$ cat src/rtl/nibble_serial_addsub_seq.sv
// nibble_serial_addsub_seq: W-bit add/subtract computed one nibble per clock on a shared 4-bit slice
module nibble_serial_addsub_seq #(
    parameter int NIBBLES = 4,
    localparam int W = 4 * NIBBLES
) (
    input  logic         clk,
    input  logic         rst,
    input  logic         start_i,
    input  logic         op_sub_i,
    input  logic [W-1:0] a_i,
    input  logic [W-1:0] b_i,
    output logic         busy_o,
    output logic         done_o,
    output logic [W-1:0] result_o,
    output logic         carry_out_o,
    output logic         overflow_o
);
    localparam int IW = $clog2(NIBBLES);
    localparam logic [IW-1:0] LAST = IW'(NIBBLES - 1);

    typedef enum logic [1:0] {IDLE, RUN, DONE} state_t;

    state_t        state_q, state_d;
    logic [W-1:0]  a_q, a_d, b_q, b_d, result_q, result_d;
    logic [IW-1:0] idx_q, idx_d;
    logic          sub_q, sub_d, carry_q, carry_d, cout_q, cout_d, ovf_q, ovf_d;
    logic [3:0]    an, bn, low;
    logic [4:0]    sum;
    logic          accept;

    // Shared slice: current nibble of A plus (optionally inverted) nibble of B plus held carry
    always_comb begin
        an  = a_q[4*idx_q +: 4];
        bn  = b_q[4*idx_q +: 4] ^ {4{sub_q}};
        sum = {1'b0, an} + {1'b0, bn} + {4'b0, carry_q};
        low = {1'b0, an[2:0]} + {1'b0, bn[2:0]} + {3'b0, carry_q};
    end

    assign accept = start_i && (state_q == IDLE || state_q == DONE);

    // Next state: capture on accepted start, one nibble per RUN cycle, flags on the last nibble
    always_comb begin
        state_d  = state_q;
        a_d      = a_q;
        b_d      = b_q;
        sub_d    = sub_q;
        idx_d    = idx_q;
        carry_d  = carry_q;
        result_d = result_q;
        cout_d   = cout_q;
        ovf_d    = ovf_q;
        if (accept) begin
            state_d  = RUN;
            a_d      = a_i;
            b_d      = b_i;
            sub_d    = op_sub_i;
            idx_d    = '0;
            carry_d  = op_sub_i;
            result_d = '0;
            cout_d   = 1'b0;
            ovf_d    = 1'b0;
        end else if (state_q == RUN) begin
            result_d[4*idx_q +: 4] = sum[3:0];
            carry_d = sum[4];
            idx_d   = idx_q + 1'b1;
            if (idx_q == LAST) begin
                state_d = DONE;
                cout_d  = sum[4];
                ovf_d   = sum[4] ^ low[3];
            end
        end else if (state_q == DONE) begin
            state_d = IDLE;
        end
    end

    // State registers with synchronous reset that aborts any operation in flight
    always_ff @(posedge clk) begin
        if (rst) begin
            state_q  <= IDLE;
            a_q      <= '0;
            b_q      <= '0;
            sub_q    <= 1'b0;
            idx_q    <= '0;
            carry_q  <= 1'b0;
            result_q <= '0;
            cout_q   <= 1'b0;
            ovf_q    <= 1'b0;
        end else begin
            state_q  <= state_d;
            a_q      <= a_d;
            b_q      <= b_d;
            sub_q    <= sub_d;
            idx_q    <= idx_d;
            carry_q  <= carry_d;
            result_q <= result_d;
            cout_q   <= cout_d;
            ovf_q    <= ovf_d;
        end
    end

    assign busy_o      = (state_q == RUN);
    assign done_o      = (state_q == DONE);
    assign result_o    = result_q;
    assign carry_out_o = cout_q;
    assign overflow_o  = ovf_q;
endmodule

$ cat config.mk
export PLATFORM = sky130hd
export DESIGN_NAME = nibble_serial_addsub_seq
export DESIGN_NICKNAME = d
export VERILOG_FILES = /design/src/rtl/nibble_serial_addsub_seq.sv
export SDC_FILE = /design/constraint.sdc
export NUM_CORES = 1
export LEC_CHECK = 0
export CAP_MARGIN = 10
export CORE_ASPECT_RATIO = 1.75
export CORE_MARGIN = 5
export CORE_UTILIZATION = 40
export CTS_BUF_LIST = sky130_fd_sc_hd__clkbuf_4 sky130_fd_sc_hd__clkbuf_8 sky130_fd_sc_hd__clkbuf_16
export DETAILED_ROUTE_END_ITERATION = 6
export PLACE_DENSITY = 0.69
export SYNTH_ARGS = -nofsm -noshare
export SYNTH_HDL_FRONTEND = slang
export SYNTH_SLANG_ARGS = --single-unit
$ cat constraint.sdc
create_clock -name clk -period 4.11 [get_ports clk]
set_input_delay 0.6165 -clock clk [delete_from_list [all_inputs] [get_ports clk]]
set_output_delay 0.6165 -clock clk [all_outputs]
set_load 0.02 [all_outputs]
==> results.ini <==
[timing]
fmax_mhz=315
worst_pin_slew_ns=1.02
fin_tns_setup_ns=0
rsz0062_at_grt=no
slew_headroom=0.317
period_needed_ns=3.18
finalHoldViolations=0
setup_ws_ns=0.935
post-route-period-util=0.773
skew_ns=0.0101
maxSlewViolCount=0
setup_violations=0

[die]
die_x_um=70.6
row_count=38
dieHeight_um=116
core_um2=6230
design.die.area_um2=8190
start_util=0.413
num_io_pins=56

[global_routing]
grt.total_usage=0.135
antenna_found_initial=0
grt_start_max_net_pins=37
grt_pass1_vias=1953
grt_pass1_wl_um=8910
grt.overflow.total=0

[logic_synthesis]
synth_edf_count=0
yosys_warnings=0
ys_types=32
synth.avg_cell_area_um2=9.15
ys_seq_area_frac=0.436
synth_fp_nets=332
synth-async-reset-ratio=0
yosys_register_bits=56
syn_inst=281
ys.flop_type=dfxtp_1
synth_area_um2=2570

[clock_network]
clock_path_buffers=2
cts-buffers-inserted=5
ctsHoldBuffers=0
cts_sinks=56
root_buffer=clkbuf_8
htreeDepth=2
post_cts.repair.setup_buffers=0
cts_tree=built
worstSkewPairLatency_ns=0.31
path_clk_slew_ns=0.09
cts.repair.resized=0

[outcome]
outcome=finished, final reports clean

[pwr]
powerDensity_nw_per_um2=339
ir_drop_mv=0.223
p_leak_nw=1.26

[placement]
dp_hpwl_um=4090
dp_slack_ns=0.924
gp_congestion=0.764
place_area_um2=3160
io_buffers=55

[worst_setup_path]
cp_data_arrival_time_ns=3.38
cp_max_fo=16
slowest_delay_ns=0.88
crit_type=reg -> reg
cp-end-kind=register
slowest_stage=dfxtp_1
crit_chain=mux4_2 -> xnor2_1 -> fa_1 -> inv_1 -> fa_1 -> a21o_1 -> a21oi_2 -> xnor2_1 -> a311oi_1
worstSetupStartpointType=register
required_ns=4.32

[route]
first_pass_iters=6
vias_per_cell=5.03
routed-via-count=2062
wl_per_cell_um=13.0
detail-route-antenna-nets=0
drt_iter0_drc=76
drc_errors=0
routed_wl_um=5350

[layout]
diodes=0
fin_nets=380
nFillCells=604
syn_to_final_growth_pct=26.9
layout-drive-gt1-share=0.0606
design_area_um2=3260

[run]
maxCapViolations=0

[min_path]
min_path_type=reg -> reg

final cells by class:
cell class | instances | area, µm² | area share
multi-input combinational | 200 | 1340 | 0.411
sequential | 56 | 1120 | 0.344
timing repair buffer | 58 | 573 | 0.176
tap | 80 | 100 | 0.0307
clock buffer | 7 | 90.1 | 0.0276
inverter | 8 | 30.0 | 0.00921
clock inverter | 1 | 7.51 | 0.00230
cells in the final DEF, fill, tap and decap left out, drive strengths merged, types with 2 or more instances in the layout:
cell type,Yosys,layout
buf,8,3
a21o,3,3
a22oi,11,11
clkdlybuf4s50,0,55
o21ai,5,5
xnor2,3,3
clkbuf,9,7
inv,8,8
dfxtp,56,56
a21oi,40,40
a311oi,2,2
xor2,4,4
nand2b,2,2
nand2,73,73
ha,13,13
nor2,21,21
fa,2,2
a32oi,4,4
mux4,8,8
Yosys cell counts (2+ instances only):
master / n / area [µm²]
buf_2: 7 / 35.0
nand2_1: 72 / 270
o21ai_0: 4 / 20.0
fa_1: 2 / 40.0
dfxtp_1: 56 / 1120
xor2_1: 4 / 35.0
nor2_1: 21 / 78.8
xnor2_1: 3 / 26.3
a21oi_1: 39 / 195
a311oi_1: 2 / 17.5
nand2b_1: 2 / 12.5
mux4_1: 6 / 158
mux4_2: 2 / 45.0
a22oi_1: 11 / 82.6
a21o_1: 3 / 22.5
clkbuf_1: 9 / 33.8
a32oi_1: 4 / 35.0
ha_1: 13 / 163
inv_1: 8 / 30.0
state kept, by name (all words and copies together) (netlist names):
register / cells
carry_out_o: 1
a_q: 16
b_q: 16
overflow_o: 1
state_q: 2
result_o: 16
carry_q: 1
sub_q: 1
idx_q: 2
power breakdown:
| group | leakage [nW] | switching (mW) | internal [mW] |
|---|---|---|---|
| clock network | 0.0479 | 0.170 | 0.144 |
| registers | 0.457 | 0.0188 | 0.569 |
| logic | 0.757 | 0.108 | 0.0970 |
per-stage QoR:
step	power (mW)	util	hold slack, ns	instances
floorplan	0.734	-	0.432	281
global placement	0.804	0.508	0.438	402
global route	1.17	0.524	0.476	410
CTS	1.12	0.524	0.455	410
finish	1.11	0.524	0.456	410
detailed placement	0.809	0.508	0.442	402
worst paths after layout:
| kind | cells past startpoint | to | slack, ns | from |
|---|---|---|---|---|
| setup / recovery | 9 | overflow_o | 0.93 | idx_q[0] |
| hold reg to reg | 2 | b_q[1] | 0.46 | b_q[1] |
| hold / removal | 2 | b_q[1] | 0.46 | b_q[1] |
| setup reg to reg | 9 | overflow_o | 0.93 | idx_q[0] |
per-layer routing:
metal	routed length, µm	share of wire	track usage	up-vias
li1	-	-	-	1053
met1	2020	0.38	0.144	961
met2	3010	0.56	0.259	42
met3	219	0.041	0.0200	6
met4	100	0.019	0.0602	0
met5	0	0	0	-
logic make-up after synthesis:
| kind of cell | share of synthesized area |
|---|---|
| simple gates | 0.181 |
| compound gates | 0.155 |
| flops | 0.436 |
| buf+inv | 0.0428 |
| fa+ha+maj | 0.0788 |
| mux | 0.0827 |
| xor+xnor | 0.0238 |
critical path, delay by kind of cell, from the launching register on:
| family | cells | cell delay (ns) |
|---|---|---|
| adders and majority gates | 2 | 0.62 |
| buffers and inverters | 1 | 0.06 |
| muxes | 1 | 0.61 |
| AOI/OAI and AO/OA | 3 | 0.63 |
| DFF | 1 | 0.88 |
| xor gates and xnor gates | 2 | 0.26 |
No activity file was read; power rests on OpenSTA's default activity.
